[src/rtl/lcd_seq_pkg.sv]
// -----------------------------------------------------------------------------
// lcd_seq_pkg
// Shared definitions for the LCD panel power sequencer:
//   - seq_state_e : sequencer state encoding (also exported on oSTATE)
//   - dly_min1()  : clamps a programmed stage delay to at least one cycle
//   - stage_slice(): extracts the per-stage delay field from the packed
//                    delay parameter vector
// -----------------------------------------------------------------------------
package lcd_seq_pkg;

    typedef enum logic [1:0] {
        ST_OFF  = 2'd0,
        ST_UP   = 2'd1,
        ST_ON   = 2'd2,
        ST_DOWN = 2'd3
    } seq_state_e;

    localparam int MAX_STAGES = 8;
    localparam int MAX_CNT_W  = 32;
    localparam int MAX_VEC_W  = MAX_STAGES * MAX_CNT_W;

    // A programmed delay of zero would make the counter compare against -1,
    // so it is treated as a single cycle instead.
    function automatic logic [MAX_CNT_W-1:0] dly_min1(input logic [MAX_CNT_W-1:0] d);
        return (d == '0) ? MAX_CNT_W'(1) : d;
    endfunction

    // Field k of a vector packed as w-bit slices, slice 0 in the LSBs.
    function automatic logic [MAX_CNT_W-1:0] stage_slice(
        input logic [MAX_VEC_W-1:0] vec,
        input int                   k,
        input int                   w
    );
        logic [MAX_CNT_W-1:0] r;
        r = '0;
        for (int b = 0; b < MAX_CNT_W; b++) begin
            if (b < w) begin
                r[b] = vec[k*w + b];
            end
        end
        return r;
    endfunction

endpackage

[src/rtl/lcd_clk_div.sv]
// -----------------------------------------------------------------------------
// lcd_clk_div
// Free-running power-of-two clock divider. The counter wraps naturally and
// its MSB is a 50% duty clock at i_clk / 2^DIV_LOG2.
// Ports:
//   i_clk  : system clock
//   i_clr  : synchronous clear of the divider counter
//   o_msb  : divided clock (counter MSB, registered)
// -----------------------------------------------------------------------------
module lcd_clk_div #(
    parameter int DIV_LOG2 = 2
) (
    input  logic i_clk,
    input  logic i_clr,
    output logic o_msb
);

    logic [DIV_LOG2-1:0] r_div;

    always_ff @(posedge i_clk) begin
        if (i_clr) begin
            r_div <= '0;
        end else begin
            r_div <= r_div + 1'b1;
        end
    end

    assign o_msb = r_div[DIV_LOG2-1];

endmodule

[src/rtl/lcd_power_seq.sv]
// -----------------------------------------------------------------------------
// lcd_power_seq
// Power-on / power-off sequencer for the LCD panel. Stage enables are raised
// in ascending order with a per-stage delay and dropped in descending order.
// While the panel is not fully up, its reset is held low and a locally
// divided clock is supplied; once up, host reset and decoded clock pass
// straight through. A request change mid-sequence reverses direction from
// wherever the sequence currently is.
// Ports:
//   iCLK          : system clock
//   iRST          : synchronous reset, active-high
//   iPWR_REQ      : level request, 1 = panel on, 0 = panel off (pre-synchronised)
//   iHC_GREST_n   : host panel reset, forwarded while ON
//   iNCLK_decode  : host decoded panel clock, forwarded while ON
//   oSTAGE_EN     : sequenced enables, bit 0 first on / last off
//   oGREST_n      : panel reset, active-low
//   oNCLK         : panel clock
//   oREADY        : panel fully powered (state ON)
//   oBUSY         : sequence in progress (state UP or DOWN)
//   oSTATE        : OFF=0, UP=1, ON=2, DOWN=3
// -----------------------------------------------------------------------------
module lcd_power_seq
    import lcd_seq_pkg::*;
#(
    parameter int                           NUM_STAGES = 4,
    parameter int                           CNT_W      = 18,
    parameter logic [NUM_STAGES*CNT_W-1:0]  STAGE_DLY  = {NUM_STAGES{CNT_W'(18'h18A60)}},
    parameter int                           DIV_LOG2   = 2
) (
    input  logic                  iCLK,
    input  logic                  iRST,
    input  logic                  iPWR_REQ,
    input  logic                  iHC_GREST_n,
    input  logic                  iNCLK_decode,
    output logic [NUM_STAGES-1:0] oSTAGE_EN,
    output logic                  oGREST_n,
    output logic                  oNCLK,
    output logic                  oREADY,
    output logic                  oBUSY,
    output logic [1:0]            oSTATE
);

    localparam int                IDX_W    = (NUM_STAGES > 1) ? $clog2(NUM_STAGES) : 1;
    localparam logic [IDX_W-1:0]  LAST_IDX = IDX_W'(NUM_STAGES - 1);

    seq_state_e             r_state;
    logic [NUM_STAGES-1:0]  r_stage_en;
    logic [IDX_W-1:0]       r_idx;
    logic [CNT_W-1:0]       r_cnt;

    logic [CNT_W-1:0]       w_dly_m1 [NUM_STAGES];
    logic                   w_cnt_done;
    logic [IDX_W-1:0]       w_hi_set;
    logic                   w_any_set;
    logic [IDX_W-1:0]       w_lo_clr;
    logic                   w_all_set;
    logic                   w_div_clr;
    logic                   w_div_msb;

    // Terminal count per stage (D[k]-1), fixed at elaboration.
    for (genvar k = 0; k < NUM_STAGES; k++) begin : g_dly
        assign w_dly_m1[k] = CNT_W'(dly_min1(stage_slice(MAX_VEC_W'(STAGE_DLY), k, CNT_W)) - 32'd1);
    end

    assign w_cnt_done = (r_cnt == w_dly_m1[r_idx]);

    // Enables always form a contiguous run from bit 0, so the highest set
    // bit is where a reversal into DOWN resumes and the lowest clear bit is
    // where a reversal into UP resumes.
    always_comb begin
        w_hi_set  = '0;
        w_any_set = 1'b0;
        w_lo_clr  = '0;
        w_all_set = 1'b1;
        for (int k = 0; k < NUM_STAGES; k++) begin
            if (r_stage_en[k]) begin
                w_hi_set  = IDX_W'(k);
                w_any_set = 1'b1;
            end
        end
        for (int k = NUM_STAGES - 1; k >= 0; k--) begin
            if (!r_stage_en[k]) begin
                w_lo_clr  = IDX_W'(k);
                w_all_set = 1'b0;
            end
        end
    end

    always_ff @(posedge iCLK) begin
        if (iRST) begin
            r_state    <= ST_OFF;
            r_stage_en <= '0;
            r_idx      <= '0;
            r_cnt      <= '0;
        end else begin
            case (r_state)
                ST_OFF: begin
                    if (iPWR_REQ) begin
                        r_state <= ST_UP;
                        r_idx   <= '0;
                        r_cnt   <= '0;
                    end
                end

                ST_UP: begin
                    // A dropped request wins over a stage advance on the same edge.
                    if (!iPWR_REQ) begin
                        r_cnt <= '0;
                        if (w_any_set) begin
                            r_state <= ST_DOWN;
                            r_idx   <= w_hi_set;
                        end else begin
                            r_state <= ST_OFF;
                            r_idx   <= '0;
                        end
                    end else if (w_cnt_done) begin
                        r_stage_en[r_idx] <= 1'b1;
                        r_cnt             <= '0;
                        if (r_idx == LAST_IDX) begin
                            r_state <= ST_ON;
                        end else begin
                            r_idx <= r_idx + 1'b1;
                        end
                    end else begin
                        r_cnt <= r_cnt + 1'b1;
                    end
                end

                ST_ON: begin
                    if (!iPWR_REQ) begin
                        r_state <= ST_DOWN;
                        r_idx   <= LAST_IDX;
                        r_cnt   <= '0;
                    end
                end

                ST_DOWN: begin
                    if (iPWR_REQ) begin
                        r_cnt <= '0;
                        // Request back before anything was cleared: already fully up.
                        if (w_all_set) begin
                            r_state <= ST_ON;
                            r_idx   <= LAST_IDX;
                        end else begin
                            r_state <= ST_UP;
                            r_idx   <= w_lo_clr;
                        end
                    end else if (w_cnt_done) begin
                        r_stage_en[r_idx] <= 1'b0;
                        r_cnt             <= '0;
                        if (r_idx == '0) begin
                            r_state <= ST_OFF;
                        end else begin
                            r_idx <= r_idx - 1'b1;
                        end
                    end else begin
                        r_cnt <= r_cnt + 1'b1;
                    end
                end

                default: begin
                    r_state <= ST_OFF;
                end
            endcase
        end
    end

    // Divider only runs while not OFF so the local clock always starts from
    // a known phase at the beginning of a power-up.
    assign w_div_clr = iRST | (r_state == ST_OFF);

    lcd_clk_div #(
        .DIV_LOG2 (DIV_LOG2)
    ) u_clk_div (
        .i_clk (iCLK),
        .i_clr (w_div_clr),
        .o_msb (w_div_msb)
    );

    assign oSTAGE_EN = r_stage_en;
    assign oSTATE    = r_state;
    assign oREADY    = (r_state == ST_ON);
    assign oBUSY     = (r_state == ST_UP) || (r_state == ST_DOWN);
    assign oGREST_n  = (r_state == ST_ON) ? iHC_GREST_n : 1'b0;

    always_comb begin
        case (r_state)
            ST_ON:          oNCLK = iNCLK_decode;
            ST_UP, ST_DOWN: oNCLK = w_div_msb;
            default:        oNCLK = 1'b0;
        endcase
    end

endmodule

[config.mk]
export PLATFORM = sky130hd
export DESIGN_NAME = lcd_power_seq
export DESIGN_NICKNAME = d
export VERILOG_FILES = /design/src/rtl/lcd_seq_pkg.sv /design/src/rtl/lcd_clk_div.sv /design/src/rtl/lcd_power_seq.sv
export SDC_FILE = /design/constraint.sdc
export NUM_CORES = 1
export LEC_CHECK = 0
export CAP_MARGIN = 5
export CORE_MARGIN = 5
export CORE_UTILIZATION = 25
export DETAILED_ROUTE_END_ITERATION = 16
export GPL_TIMING_DRIVEN = 0
export SLEW_MARGIN = 0
export SYNTH_ARGS = -nofsm -noshare
export SYNTH_HDL_FRONTEND = slang
export SYNTH_HIERARCHICAL = 1
export SYNTH_SLANG_ARGS = --single-unit
[constraint.sdc]
create_clock -name iCLK -period 6.2 [get_ports iCLK]
set_input_delay 1.55 -clock iCLK [delete_from_list [all_inputs] [get_ports iCLK]]
set_output_delay 1.55 -clock iCLK [all_outputs]
set_load 0.05 [all_outputs]
**Word level (Yosys, flattened, before mapping)**

Index checks and enable logic that the tools add are counted.
Widths: inputs -> output; s select.

- Output and inout bits: 10
- Bits in registers: 28
- Word-level logic and storage cells: 98

- Multiplexer cells: 54
- Equality and inequality tests: 17
- $lt $le $gt $ge: 3
- $add $sub $neg: 4
- Bitwise logic cells: 5
- Reduce and logical (&&, ||, !) cells: 10

Operators with widths:

| operator | count |
|---|---|
| $mux 18 | 7 |
| $pmux 18 s4 | 1 |
| $mux 2 | 25 |
| $bmux 18 s2 | 1 |
| $add 18x1->18 const B | 1 |
| $eq 18x18->1 | 1 |
| $ne 3x3->1 const B | 6 |
| $mux 4 | 4 |
| $pmux 2 s4 | 2 |
| $ne 2x2->1 const B | 6 |
| $reduce_and 6->1 | 2 |
| $mux 1 | 11 |
| $pmux 4 s2 | 1 |
| $eq 2x2->1 const B | 3 |
| $reduce_and 5->1 | 1 |
| $add 2x1->2 const B | 2 |
| $and 4x4->4 | 1 |
| $logic_not 2->1 | 2 |
| $not 4->4 | 1 |
| $or 4x4->4 | 1 |
| $ge 3x3->1 const B | 1 |
| $lt 2x3->1 const B | 1 |
| $not 2->3 | 1 |
| $demux 1 s2 | 1 |
| other kinds (10) | 10 |

**Logic depth before layout (Yosys ltp)**

- Word-level depth: 9
- Depth in mapped cells: 9
- Depth with buffers taken out: 7

**By module**

Netlist, hierarchy kept.

Modules (own cells, without submodules):

| module | area each (um2) | instances | cells an instance | seq. area each (um2) |
|---|---|---|---|---|
| lcd_power_seq | 1,621.6 | 1 | 196 | 520.5 |
| lcd_clk_div | 56.3 | 1 | 5 | 40.0 |

**Least setup slack after synthesis**

OpenSTA, ideal clock, no wires.

- Path kind: register to output
- From: register r_state[1], in the netlist oSTATE[1]
- To: output port oNCLK
- Arrival: 2.365 ns
- Stages on the path, launching flop included: 4
- Path slack: 2.285 ns
- Required time: 4.650 ns
- Path buffers: 1
- Cells stage by stage: dfxtp_1 -> clkbuf_1 -> nor2b_1 -> a22o_1

- Elaborated cells on any way between the ends: 5
- Classes of those cells: eq/ne: 3; mux: 1; reduce/logical: 1

RTL lines:

| item | RTL line | text |
|---|---|---|
| start: declaration | lcd_power_seq.sv:46 | `seq_state_e r_state;` |
| start signal: assignment | lcd_power_seq.sv:91 | `r_state <= ST_OFF;` |
| start signal: assignment | lcd_power_seq.sv:99 | `r_state <= ST_UP;` |
| start signal: assignment | lcd_power_seq.sv:110 | `r_state <= ST_DOWN;` |
| $eq 2x2->1 | - |  |
| net oREADY | lcd_power_seq.sv:38 | `output logic oREADY,` |
| $pmux 1 s2 | lcd_power_seq.sv:187 | `case (r_state)` |
| end: declaration | lcd_power_seq.sv:37 | `output logic oNCLK,` |

The timed path passes the listed nets, and every way through them passes these cells.

**Worst setup path after layout**

- From: input port iNCLK_decode
- To: output port oNCLK

- Longest elaborated chain between the ends: 1

RTL lines:

| item | RTL line | text |
|---|---|---|
| start: declaration | lcd_power_seq.sv:34 | `input logic iNCLK_decode,` |
| $pmux 1 s2 | lcd_power_seq.sv:187 |  |

No other way between the ends.

==> reports/results.env <==
YS_FF_LATCH=28
VIAS=1497
TIMING.REG2REG.WORST_PATH_DEPTH=5
CRITICAL_PATH_ARRIVAL_NS=2.91
CLKLATENCYLATEPIN_NS=0.28
SLEW_HEADROOM_PCT=36.3
FINAL_LAYOUT_NET_COUNT=230
WORST_IR_DROP_VDD_mV=0.0905
DRTITER0DRC=97
NUMBER_OF_ANTENNA_VIOLATIONS_AT_THE_FIRST_CHECK_IN_GLOBAL_ROUTING=0
POWER.SEQUENTIAL.FRACTION_PCT=43.1
WORST_EP_REQUIRED_TIME_NS=4.65
COMB_POWER_SHARE_PCT=31.6
MIN-DELAY-PATH-CLASS='reg2reg'
TOTAL_LEAKAGE_POWER_nW=0.716
SLOWEST_STAGE_DELAY_ON_CRITICAL_PATH_NS=0.79
DIE_X_UM=91.9
WORST_PATH_TOP_CELL_FAMILY_BY_DELAY='buffers and inverters'
R2R-END='r_idx[1]$_SDFFE_PP0P_'
FLOORPLAN.INITIALDENSITY_PCT=26.1
RESULT_OF_THE_RUN='finished clean'
DIEAREA_UM2=8450
CRITPATHKIND='in2out'
SYNTH_CELLS=201
TIMING.FMAX_MHz=224
SYN2LAYOUT_AREA_GROWTH_PCT=17.4
TIMING.FINAL.SETUP_VIOLATIONS=0
NET-SWITCHING-POWER_W=0.000159
SYNTH_NETS=211
POWER.DENSITY_nW_PER_UM2=233
CTS_TREE='yes'
WIRE_LENGTH_OF_THE_FIRST_GLOBAL_ROUTING_PASS_UM=6700
HOLD_DEPTH=1
MIN-DELAY-START='u_clk_div/r_div[0]$_SDFF_PP0_'
KIND_OF_CAPTURE_POINT_OF_THE_WORST_SETUP_PATH='primary output'
CRIT_PATH_MAX_FANOUT=1
ANT_NETS=0
PLACEMENT.CELL_AREA_UM2=1910
CTSRESIZECOUNT=0
SW_FRAC_OF_TOTAL_PCT=34.5
RSZ0062_AT_GRT='no'
CAP_VIOL_MAX_COUNT=0
FINAL-HOLD-VIOLATION-COUNT=0
TIMING.CRITICAL_PATH.SLOWEST_STAGE_CELL='clkdlybuf4s50_1'
HOLD-PATH-ENDPOINT='u_clk_div/r_div[0]$_SDFF_PP0_'
TIMING.CLOCK.SKEW_NS=0.0130
SETUP_FIX_BUFS_POST_CTS=0
FLOORPLAN.CORE_AREA_UM2=6420
HTREE_NUM_LEVELS=1
CTS.ROOT.BUFFER_CELL='clkbuf_8'
CRIT_PATH_CELL_TRACE='clkdlybuf4s50_1 -> a22o_1 -> clkdlybuf4s50_1'
CLOCKPOWERSHARE_PCT=25.3
CTS_HOLD_BUF=0
CLOCK_PIN_TRANSITION_ON_THE_WORST_SETUP_AND_HOLD_TIMING_PATHS_NS=0.09
MAX-CLOCK-PATH-BUFFERS=2
FINISH.INSTANCE_AREA_UM2=1970
SYNTH_SEQUENTIAL_AREA_RATIO_PCT=33.4
MAX_SLEW_VIOLATION_COUNT=0
BUFFER_PORTS.INSERTED=14
CELL_INTERNAL_PWR_W=0.000301
SYNTH-EDFF-COUNT=0
REGTOREGSETUPSLACK_NS=3.91
CRITICAL_PATH.REG2REG.STARTPOINT='r_cnt[10]$_SDFFE_PP0P_'
FINAL_LAYOUT_SIZE_SUFFIX_GT1_SHARE_PCT=7.31
DRC=0
SYNTH_ASYNC_SR_FLOP_SHARE_PCT=0
FINAL.SETUP.TNS_NS=0
NUM_ROWS=29
SYN-CELL-AREA_UM2=1680
GRT_OVERFLOW_TOTAL=0
GROUTE.USAGE.OVERALL_PCT=9.35
SYN_AVG_CELL_AREA_UM2=8.35
FIN_CRIT_NS=4.46
NUMCLOCKSINKS=28
FINAL.PERIOD_UTILIZATION_PCT=71.9
CRIT_PATH_LAUNCH_TYPE='primary input'
YOSYS_WARNINGS=6
FINAL_WEIGHTED_CONGESTION_IN_ROUTABILITY_DRIVEN_PLACEMENT=0.803
DIODES=0
NUMBER_OF_BUFFERS_AND_INVERTERS_ON_THE_CRITICAL_PATH=2
HPWL_UM=2820
TIGHTEST_SLEW_NS=0.947
TRITONCTS.NUM_BUFFERS=3
FLOORPLAN.DIE.HEIGHT_UM=91.9
WIRELENGTH_UM=3760
VIAS_IN_THE_FIRST_GLOBAL_ROUTE=1434
CRITICAL_PATH.MOST_COMMON_CELL='clkdlybuf4s50_1'
AVGROUTEDWIREPERCELL_UM=12.7
DETAILEDROUTE.FIRSTPASSITERATIONCOUNT=4
YOSYS_MOST_USED_DFF='dfxtp_1'
POST_DRT_VIA_CELL_RATIO=5.06
NUMBER_OF_DISTINCT_STANDARD_CELLS_REFERENCED_BY_THE_SYNTHESIZED_NETLIST=47
GRT_START_MAX_NET_PINS=16
IOS=15
## synthesized netlist by cell type (all sizes together) (4+ instances only)
master,count,share of area (%)
inv,6,1.3
clkbuf,7,2.2
nor2,17,3.8
mux2i,10,6.0
buf,4,2.3
nor3,5,1.5
nand4,12,4.5
and3,4,1.5
nor2b,4,1.5
nand3,12,3.6
o31ai,4,1.8
ha,5,3.7
dfxtp,28,33
nand2,19,4.3
a21oi,12,3.8
nor4,4,2.4
a31oi,7,2.6
## area by class of cell
| class | count | area [um^2] |
|---|---|---|
| repair buffers | 14 | 140 |
| inverters | 6 | 22.5 |
| clock buffers | 4 | 55.1 |
| well taps | 77 | 96.3 |
| multi-input cells | 154 | 996 |
| fillers | 658 | 4450 |
| flip-flops and latches | 28 | 561 |
| plain buffers | 13 | 98.8 |
## power by group through the flow
stage	registers, W	logic [W]	clock network (W)
final	0.000198	0.000145	0.000116
after global routing	0.000201	0.000159	0.000124
after CTS	0.000198	0.000145	0.000120
after detailed placement	0.000202	0.000145	0
after global placement	0.000202	0.000143	0
after floorplan	0.000211	0.0000974	0
## stage by stage
stage               worst slack, ns  power, W  instances  utilization [%]  hold slack (ns)
finish                         1.74  0.000459        296             30.7            0.438
global route                   1.68  0.000484        296             30.7            0.483
CTS                            1.73  0.000464        296             30.7            0.442
detailed placement             1.73  0.000347        292             29.8            0.427
global placement               1.74  0.000346        292             29.8            0.421
floorplan                      2.29  0.000308        201                -            0.413
## worst max-delay path by stage
| stage | startpoint | endpoint | slack, ns | depth (start not counted) |
|---|---|---|---|---|
| finish | iNCLK_decode | oNCLK | 1.74 | 3 |
| global route | iNCLK_decode | oNCLK | 1.68 | 3 |
| CTS | iNCLK_decode | oNCLK | 1.73 | 3 |
| detailed placement | iNCLK_decode | oNCLK | 1.73 | 3 |
| global placement | iNCLK_decode | oNCLK | 1.74 | 3 |
| floorplan | oSTATE[1]$_SDFFE_PP0P_ | oNCLK | 2.29 | 3 |
## per-layer routing
metal / vias up / global-route usage (%) / share of wire (%) / routed length, um
met3: 4 / 1.23 / 4.2 / 158
met5: - / 0 / 0 / 0
met1: 687 / 12.9 / 52 / 1970
met2: 31 / 15.0 / 42 / 1580
met4: 0 / 3.09 / 1.5 / 57
li1: 775 / - / - / -
## kinds of logic after synthesis
| family | after synthesis | synth area share, % |
|---|---|---|
| compound gates | 46 | 18.7 |
| xor+xnor | 2 | 1.04 |
| fa+ha+maj | 5 | 3.73 |
| buf+inv | 19 | 7.23 |
| flops | 28 | 33.4 |
| mux | 13 | 7.98 |
| simple gates | 88 | 27.9 |
## cell usage in the layout, fill, tap and decap left out, types with 2 or more instances in the layout
master and n:
inv_1 6, ha_1 5, mux2i_1 10, nor3_1 5, a21oi_1 11, or3_1 2
a31oi_1 7, clkbuf_8 5, and3_1 4, mux2_1 3, a21o_1 3, o31ai_1 4
nor2b_1 4, nand4_1 12, clkbuf_1 5, nand2b_1 3, nand2_1 19, nor4_1 3
dfxtp_1 28, o22ai_1 2, o21a_1 3, a22o_1 2, nor2_1 17, a22oi_1 3
nand3_1 12, buf_6 3, a211oi_1 2, clkdlybuf4s50_1 14, o21ai_0 3
No activity file was read; power rests on OpenSTA's default activity.
